[config.mk]
export PLATFORM = sky130hd
export DESIGN_NAME = ysyx_22040895_bru
export DESIGN_NICKNAME = d
export VERILOG_FILES = /design/src/rtl/ysyx_22040895_bru.sv
export SDC_FILE = /design/constraint.sdc
export NUM_CORES = 1
export LEC_CHECK = 0
export CAP_MARGIN = 20
export CORE_MARGIN = 2
export CORE_UTILIZATION = 39
export CTS_CLUSTER_SIZE = 10
export DETAILED_ROUTE_END_ITERATION = 8
export PLACE_DENSITY_LB_ADDON = 0.3
export SYNTH_ARGS = -nofsm -noshare
export SYNTH_HDL_FRONTEND = slang
export SYNTH_SLANG_ARGS = --single-unit
export TNS_END_PERCENT = 50
[constraint.sdc]
create_clock -name clk -period 6.9 [get_ports clk]
set_clock_uncertainty 0.2 [all_clocks]
set_input_delay 1.38 -clock clk [delete_from_list [all_inputs] [get_ports clk]]
set_output_delay 1.38 -clock clk [all_outputs]
set_load 0.1 [all_outputs]
[src/rtl/ysyx_22040895_bru.sv]
// -----------------------------------------------------------------------------
// ysyx_22040895_bru -- branch resolution unit
//
// Resolves conditional branches in EX: compares the two full-width operands
// (signed and unsigned), computes the branch target pc + (offset << 1), and
// registers the outcome with one cycle of latency.  A direct-mapped bimodal
// history table of 2-bit saturating counters gives a combinational prediction
// to fetch and is trained by every accepted branch.  Two saturating counters
// track resolved branches and mispredictions.
//
// Ports
//   clk, rst          clock, synchronous active-high reset
//   valid_i           branch instruction present in EX
//   flush_i           kill the EX instruction (wins over valid_i)
//   bcuop_i           001 beq, 010 bge, 011 bgeu, 100 blt, 101 bltu, 110 bne
//                     000/111 are not branches and are ignored
//   src1_i, src2_i    rs1 / rs2 values
//   pc_i              PC of the branch in EX
//   offset_i          sign-extended imm[12:1]
//   pred_taken_i      prediction made at fetch for this branch
//   fetch_pc_i        PC being fetched, used for the table lookup
//   fetch_pred_o      predicted taken for fetch_pc_i (table state before any
//                     same-cycle update)
//   res_valid_o       registered resolution valid
//   res_taken_o       actual outcome (holds when no resolution)
//   res_mispredict_o  outcome differs from pred_taken_i
//   res_redirect_o    correct next PC (holds when no resolution)
//   br_cnt_o          resolved branch count, saturating
//   mis_cnt_o         mispredict count, saturating
// -----------------------------------------------------------------------------
module ysyx_22040895_bru #(
    parameter int XLEN      = 64,
    parameter int BHT_DEPTH = 64,
    parameter int CNT_W     = 32
) (
    input  logic             clk,
    input  logic             rst,
    input  logic             valid_i,
    input  logic             flush_i,
    input  logic [2:0]       bcuop_i,
    input  logic [XLEN-1:0]  src1_i,
    input  logic [XLEN-1:0]  src2_i,
    input  logic [XLEN-1:0]  pc_i,
    input  logic [XLEN-1:0]  offset_i,
    input  logic             pred_taken_i,
    input  logic [XLEN-1:0]  fetch_pc_i,
    output logic             fetch_pred_o,
    output logic             res_valid_o,
    output logic             res_taken_o,
    output logic             res_mispredict_o,
    output logic [XLEN-1:0]  res_redirect_o,
    output logic [CNT_W-1:0] br_cnt_o,
    output logic [CNT_W-1:0] mis_cnt_o
);

    localparam int IDX_W = $clog2(BHT_DEPTH);

    typedef enum logic [2:0] {
        OP_NONE = 3'b000,
        OP_BEQ  = 3'b001,
        OP_BGE  = 3'b010,
        OP_BGEU = 3'b011,
        OP_BLT  = 3'b100,
        OP_BLTU = 3'b101,
        OP_BNE  = 3'b110,
        OP_RSVD = 3'b111
    } bcu_op_e;

    // 2-bit counter encodings
    localparam logic [1:0] CTR_STRONG_NT = 2'b00;
    localparam logic [1:0] CTR_WEAK_NT   = 2'b01;
    localparam logic [1:0] CTR_STRONG_T  = 2'b11;

    // -------------------------------------------------------------------------
    // Table indexing: instructions are word aligned, so bits [1:0] are skipped.
    // -------------------------------------------------------------------------
    logic [IDX_W-1:0] fetch_idx;
    logic [IDX_W-1:0] ex_idx;
    logic             addr_bits_unused;

    assign fetch_idx = fetch_pc_i[IDX_W+1:2];
    assign ex_idx    = pc_i[IDX_W+1:2];

    // Upper fetch PC bits and the low alignment bits do not take part in the
    // lookup; fold them into a sink so the intent is explicit.
    assign addr_bits_unused = ^{fetch_pc_i[XLEN-1:IDX_W+2], fetch_pc_i[1:0]};

    // -------------------------------------------------------------------------
    // Bimodal history table.  Kept in flops rather than block RAM because
    // fetch needs a same-cycle read and reset must initialise every entry.
    // -------------------------------------------------------------------------
    logic [1:0]           bht_reg [BHT_DEPTH];
    logic [BHT_DEPTH-1:0] entry_we;
    logic [1:0]           ctr_cur;
    logic [1:0]           ctr_next;

    // Prediction reads the registered table, so an update landing at the end
    // of this cycle is only visible from the next cycle on.
    assign fetch_pred_o = bht_reg[fetch_idx][1];
    assign ctr_cur      = bht_reg[ex_idx];

    // -------------------------------------------------------------------------
    // Compare and decode
    // -------------------------------------------------------------------------
    bcu_op_e   op;
    logic      eq;
    logic      lt;
    logic      ltu;
    logic      op_legal;
    logic      taken;
    logic      accept;

    assign op  = bcu_op_e'(bcuop_i);
    assign eq  = (src1_i == src2_i);
    assign lt  = ($signed(src1_i) < $signed(src2_i));
    assign ltu = (src1_i < src2_i);

    always_comb begin
        op_legal = 1'b0;
        taken    = 1'b0;
        case (op)
            OP_BEQ:  begin op_legal = 1'b1; taken = eq;   end
            OP_BGE:  begin op_legal = 1'b1; taken = ~lt;  end
            OP_BGEU: begin op_legal = 1'b1; taken = ~ltu; end
            OP_BLT:  begin op_legal = 1'b1; taken = lt;   end
            OP_BLTU: begin op_legal = 1'b1; taken = ltu;  end
            OP_BNE:  begin op_legal = 1'b1; taken = ~eq;  end
            default: begin op_legal = 1'b0; taken = 1'b0; end
        endcase
    end

    // Flush wins over valid; reserved encodings never reach any state.
    assign accept = valid_i & ~flush_i & op_legal;

    // -------------------------------------------------------------------------
    // Target / fall-through.  Both wrap modulo 2^XLEN silently.
    // -------------------------------------------------------------------------
    logic [XLEN-1:0] target;
    logic [XLEN-1:0] seq_pc;
    logic [XLEN-1:0] redirect_next;

    assign target        = pc_i + {offset_i[XLEN-2:0], 1'b0};
    assign seq_pc        = pc_i + XLEN'(4);
    assign redirect_next = taken ? target : seq_pc;

    // -------------------------------------------------------------------------
    // Counter training
    // -------------------------------------------------------------------------
    always_comb begin
        ctr_next = ctr_cur;
        if (taken) begin
            if (ctr_cur != CTR_STRONG_T) begin
                ctr_next = ctr_cur + 2'b01;
            end
        end else begin
            if (ctr_cur != CTR_STRONG_NT) begin
                ctr_next = ctr_cur - 2'b01;
            end
        end
    end

    // One write-enable per entry; only the entry selected by the EX PC trains.
    generate
        for (genvar gi = 0; gi < BHT_DEPTH; gi++) begin : g_bht_we
            assign entry_we[gi] = accept & (ex_idx == IDX_W'(gi));
        end
    endgenerate

    always_ff @(posedge clk) begin
        if (rst) begin
            for (int i = 0; i < BHT_DEPTH; i++) begin
                bht_reg[i] <= CTR_WEAK_NT;
            end
        end else begin
            for (int i = 0; i < BHT_DEPTH; i++) begin
                if (entry_we[i]) begin
                    bht_reg[i] <= ctr_next;
                end
            end
        end
    end

    // -------------------------------------------------------------------------
    // Registered resolution
    // -------------------------------------------------------------------------
    logic            res_valid_reg;
    logic            res_taken_reg;
    logic            res_mispredict_reg;
    logic [XLEN-1:0] res_redirect_reg;
    logic            mispredict;

    assign mispredict = taken ^ pred_taken_i;

    always_ff @(posedge clk) begin
        if (rst) begin
            res_valid_reg      <= 1'b0;
            res_taken_reg      <= 1'b0;
            res_mispredict_reg <= 1'b0;
            res_redirect_reg   <= '0;
        end else begin
            res_valid_reg      <= accept;
            res_mispredict_reg <= accept & mispredict;
            // Outcome and redirect hold their last resolved values otherwise.
            if (accept) begin
                res_taken_reg    <= taken;
                res_redirect_reg <= redirect_next;
            end
        end
    end

    assign res_valid_o      = res_valid_reg;
    assign res_taken_o      = res_taken_reg;
    assign res_mispredict_o = res_mispredict_reg;
    assign res_redirect_o   = res_redirect_reg;

    // -------------------------------------------------------------------------
    // Performance counters, saturating at all-ones
    // -------------------------------------------------------------------------
    logic [CNT_W-1:0] br_cnt_reg;
    logic [CNT_W-1:0] br_cnt_next;
    logic [CNT_W-1:0] mis_cnt_reg;
    logic [CNT_W-1:0] mis_cnt_next;

    always_comb begin
        br_cnt_next  = br_cnt_reg;
        mis_cnt_next = mis_cnt_reg;
        if (accept && (br_cnt_reg != {CNT_W{1'b1}})) begin
            br_cnt_next = br_cnt_reg + CNT_W'(1);
        end
        if (accept && mispredict && (mis_cnt_reg != {CNT_W{1'b1}})) begin
            mis_cnt_next = mis_cnt_reg + CNT_W'(1);
        end
    end

    always_ff @(posedge clk) begin
        if (rst) begin
            br_cnt_reg  <= '0;
            mis_cnt_reg <= '0;
        end else begin
            br_cnt_reg  <= br_cnt_next;
            mis_cnt_reg <= mis_cnt_next;
        end
    end

    assign br_cnt_o  = br_cnt_reg;
    assign mis_cnt_o = mis_cnt_reg;

endmodule

Word-level counts from Yosys, hierarchy flattened

Memory sizes are Yosys's and may differ from the RTL's.
Cells that the tools add are included.

Add/sub/neg operators: 6
Order comparisons: 2
Equal/unequal tests: 73
Mux-type cells: 264
Bitwise operators: 136
Reduce and logical (&&, ||, !) cells: 6

Operators with widths:

| kind                    | count |
|---|---|
| $mux W1                 | 195 |
| $eq A6 B6 Y1 const B    | 32 |
| $mux W2                 | 67 |
| $lt A64 B64 Y1          | 2 |
| $eq A6 B5 Y1 const B    | 16 |
| $and A1 B1 Y1           | 67 |
| $add A32 B1 Y32 const B | 2 |
| $add A64 B3 Y64 const B | 1 |
| $add A64 B64 Y64        | 1 |
| $eq A64 B64 Y1          | 1 |
| $mux W64                | 1 |
| $ne A32 B32 Y1 const B  | 2 |
| $or A1 B1 Y1            | 64 |
| $eq A6 B4 Y1 const B    | 8 |
| $eq A6 B3 Y1 const B    | 4 |
| $eq A6 B2 Y1 const B    | 2 |
| $eq A3 B3 Y1 const B    | 3 |
| $eq A3 B2 Y1 const B    | 2 |
| $eq A6 B1 Y1 const B    | 1 |
| $logic_not A6 Y1        | 1 |
| $pmux W1 S6             | 1 |
| $reduce_or A6 Y1        | 1 |
| $not A1 Y1              | 4 |
| $eq A3 B1 Y1 const B    | 1 |
| other kinds (6)         | 8 |

Register bits after elaboration: 131
Bits in writable memories: 128
Logic and storage cells: 494
Memories: 1

Memory list:

| memory  | words | bits a word | rd ports | clocked after Yosys merged registers in | wr ports | RTL line | source |
|---|---|---|---|---|---|---|---|
| bht_reg | 64    | 2           | 2        | 0                                       | 64       | 92       | `logic [1:0] bht_reg [BHT_DEPTH];` |

Depth between registers and ports, before layout

Word-level depth: 9
Depth in mapped cells: 15
Gate-level depth less buffers: 14

Least setup slack after synthesis

No wires, ideal clock.

Path kind: in2out
From: input fetch_pc_i[2]
To: output fetch_pred_o
Data arrival time: 4.067 ns
Required time: 5.320 ns
Slack: 1.253 ns
Stages on the path: 5
Path through: clkbuf_1 > buf_1 > mux4_2 > mux4_2 > mux4_2

Cells in the longest elaborated chain, start to end: 1

RTL lines:

| item            | RTL line | source |
|---|---|---|
| start, declared | 46       | `input logic [XLEN-1:0] fetch_pc_i,` |
| $mem_v2 Z64 W2  | n/a      |  |
| end, declared   | 47       | `output logic fetch_pred_o,` |

No other way between the ends.

==> qor.yml <==
final_layout:
  multi_input_area_sq_mm: 0.0114
  nFillCells: 4382
  final-seq-area_sq_mm: 0.00647
  drive_gt1_frac: 0.0758
  fin_util: 0.512
  fin_nets: 2862
  area_growth_pct: 30.2
  largest_reg_flops: 128
placed_design:
  gp_congestion: 0.926
  port_buffers: 400
  hpwl_mm: 47.3
clocking:
  numCtsBuffers: 35
  cts_setup_buffers: 0
  worstSkewPairLatency_ns: 0.54
  postCtsHoldBufs: 0
  cts_root_buf: "clkbuf_16"
  clock_path_buffers: 3
  cts_resized: 0
  cts_tree: "yes"
  cts_sinks: 259
  htreeDepth: 2
  clk_pin_slew_worst_paths_ns: 0.05
detailed_routing:
  drc: 0
  via_per_inst: 5.73
  via_count: 17400
  wire_per_inst_um: 20.2
  first_pass_iters: 5
  final_antenna_net_count: 0
  drtIter0Drc: 1508
  drt-total-wl_mm: 61.5
global_route:
  grt_max_degree: 109
  grt_overflow: 0
  antenna_found_initial: 1
  grt_pass1_vias: 16900
  grt_util_all_layers: 0.239
  grt_pass1_wl_mm: 94.0
floorplan:
  die-width_um: 223
  die_y_um: 223
  io_pins: 460
  dieArea_sq_mm: 0.0499
  initial_core_util: 0.394
  core_sq_mm: 0.0476
  rows: 80
sta:
  fin_setup_tns_ns: 0
  slew_viol_final: 0
  clock.fmax_mhz: 173
  setup-violations-final: 0
  worstMarginPinSlew_ns: 1.16
  final.period_utilization: 0.837
  grt_setup_unrepaired: "no"
  hold_violations: 0
  slew_headroom: 0.226
  period_needed_ns: 5.78
yosys:
  synth_common_cells: "nand2_1 (175), nor2_1 (171), a21oi_1 (147)"
  syn-num-nets: 2519
  yosys.area.top_type: "edfxtp_1"
  yosysWarnings: 0
  yosysSeqAreaShare: 0.345
  synth-edff-count: 128
  synth_flop_cell: "dfxtp_1"
  syn_inst: 2058
  synth_top_area_frac: 0.205
  syn_area_per_cell_sq_um: 9.11
  synth_area_sq_mm: 0.0188
  synth_cell_types: 76
  synthMostInstantiatedCell: "nand2_1"
  ys_ff_latch: 259
  synth-async-reset-ratio: 0
  synthTopCellsByArea: "edfxtp_1 (20%), dfxtp_1 (14%), ha_1 (8.8%)"
power:
  power.leakage_nw: 9.08
  power.density_mw_per_mm2: 199
  ir_worst_vdd_mv: 0.172
critical_path:
  cp-start-kind: "primary input"
  crit_arrival_ns: 5.83
  endpoint_kind: "flip-flop"
  required_ns: 6.95
  worstSetupPathType: "in2reg"
  crit_fanout: 34
run_status:
  status: "completed"
worst_hold_path:
  hold_class: "reg2reg"
run:
  drv_cap: 0
## power by group
group | total (mW) | internal [mW] | switching (mW)
clock network | 1.80 | 1.10 | 0.703
registers | 1.74 | 1.70 | 0.0383
logic | 1.32 | 0.520 | 0.804
## layer usage
metal	wire, um	vias up	global-route usage
li1	-	8307	-
met1	24900	8387	0.296
met2	30100	631	0.413
met3	4240	115	0.0436
met4	2210	0	0.0927
met5	0	-	0
## metrics by stage
| step | hold slack (ns) | setup slack [ns] | power [mW] | cells | area [sq um] |
|---|---|---|---|---|---|
| 2_1_floorplan | 0.674 | 1.25 | 2.63 | 2058 | 18800 |
| 3_3_place_gp | 0.236 | 0.716 | 3.06 | 2977 | 23300 |
| 3_5_place_dp | 0.240 | 0.609 | 3.09 | 2977 | 23300 |
| 4_1_cts | 0.250 | 1.19 | 4.90 | 3039 | 24400 |
| 5_1_grt | 0.276 | 0.960 | 5.07 | 3042 | 24400 |
| 6_report | 0.247 | 1.12 | 4.87 | 3042 | 24400 |
## path summary, 6_finish.rpt
check | from | to | slack (ns) | depth (start not counted)
min | res_redirect_o[45] | res_redirect_o[45] | 0.25 | 2
max | src2_i[30] | bht_reg[4][1] | 1.12 | 14
max reg2reg | bht_reg[2][0] | bht_reg[36][0] | 3.33 | 6
min reg2reg | res_redirect_o[45] | res_redirect_o[45] | 0.25 | 2
## cells by family (layout without fill, tap and decap cells)
kind of cell / count (synthesis) / after routing / share of synthesized area
xor+xnor: 150 / 150 / 0.0700
other cells: 0 / 1 / 0
flops: 259 / 259 / 0.345
compound gates: 476 / 476 / 0.166
mux: 79 / 79 / 0.0847
simple gates: 729 / 729 / 0.197
fa+ha+maj: 135 / 135 / 0.0903
buf+inv: 230 / 598 / 0.0476
## critical path, cell delays in order
cell and delay [ns]:
clkdlybuf4s50_1 0.45, inv_1 0.04, ha_1 0.30, nand4_1 0.16, nor4_1 0.44, nand4_1 0.26, or4_1 0.64, nand3_1 0.15
a31oi_2 0.16, nor3_4 0.83, maj3_2 0.35, or2_1 0.12, buf_4 0.42, nor3_1 0.10
## final cells by class
cell class,count,area share
repair buffers,430,0.173
clock buffers,55,0.0419
flip-flops and latches,259,0.265
inverters,106,0.0163
diodes,1,0.000102
clock inverters,7,0.00456
well taps,615,0.0315
multi-input cells,1569,0.468
## cells in the final DEF, fill, tap and decap left out, drive strengths merged, types with 74 or more instances in the layout
cell type,instances
nand2,175
nand4,91
clkdlybuf4s50,396
inv,107
ha,132
xor2,76
xnor2,74
dfxtp,131
a21oi,147
edfxtp,128
nor2,171
nor3,75
No activity file was read; power rests on OpenSTA's default activity.
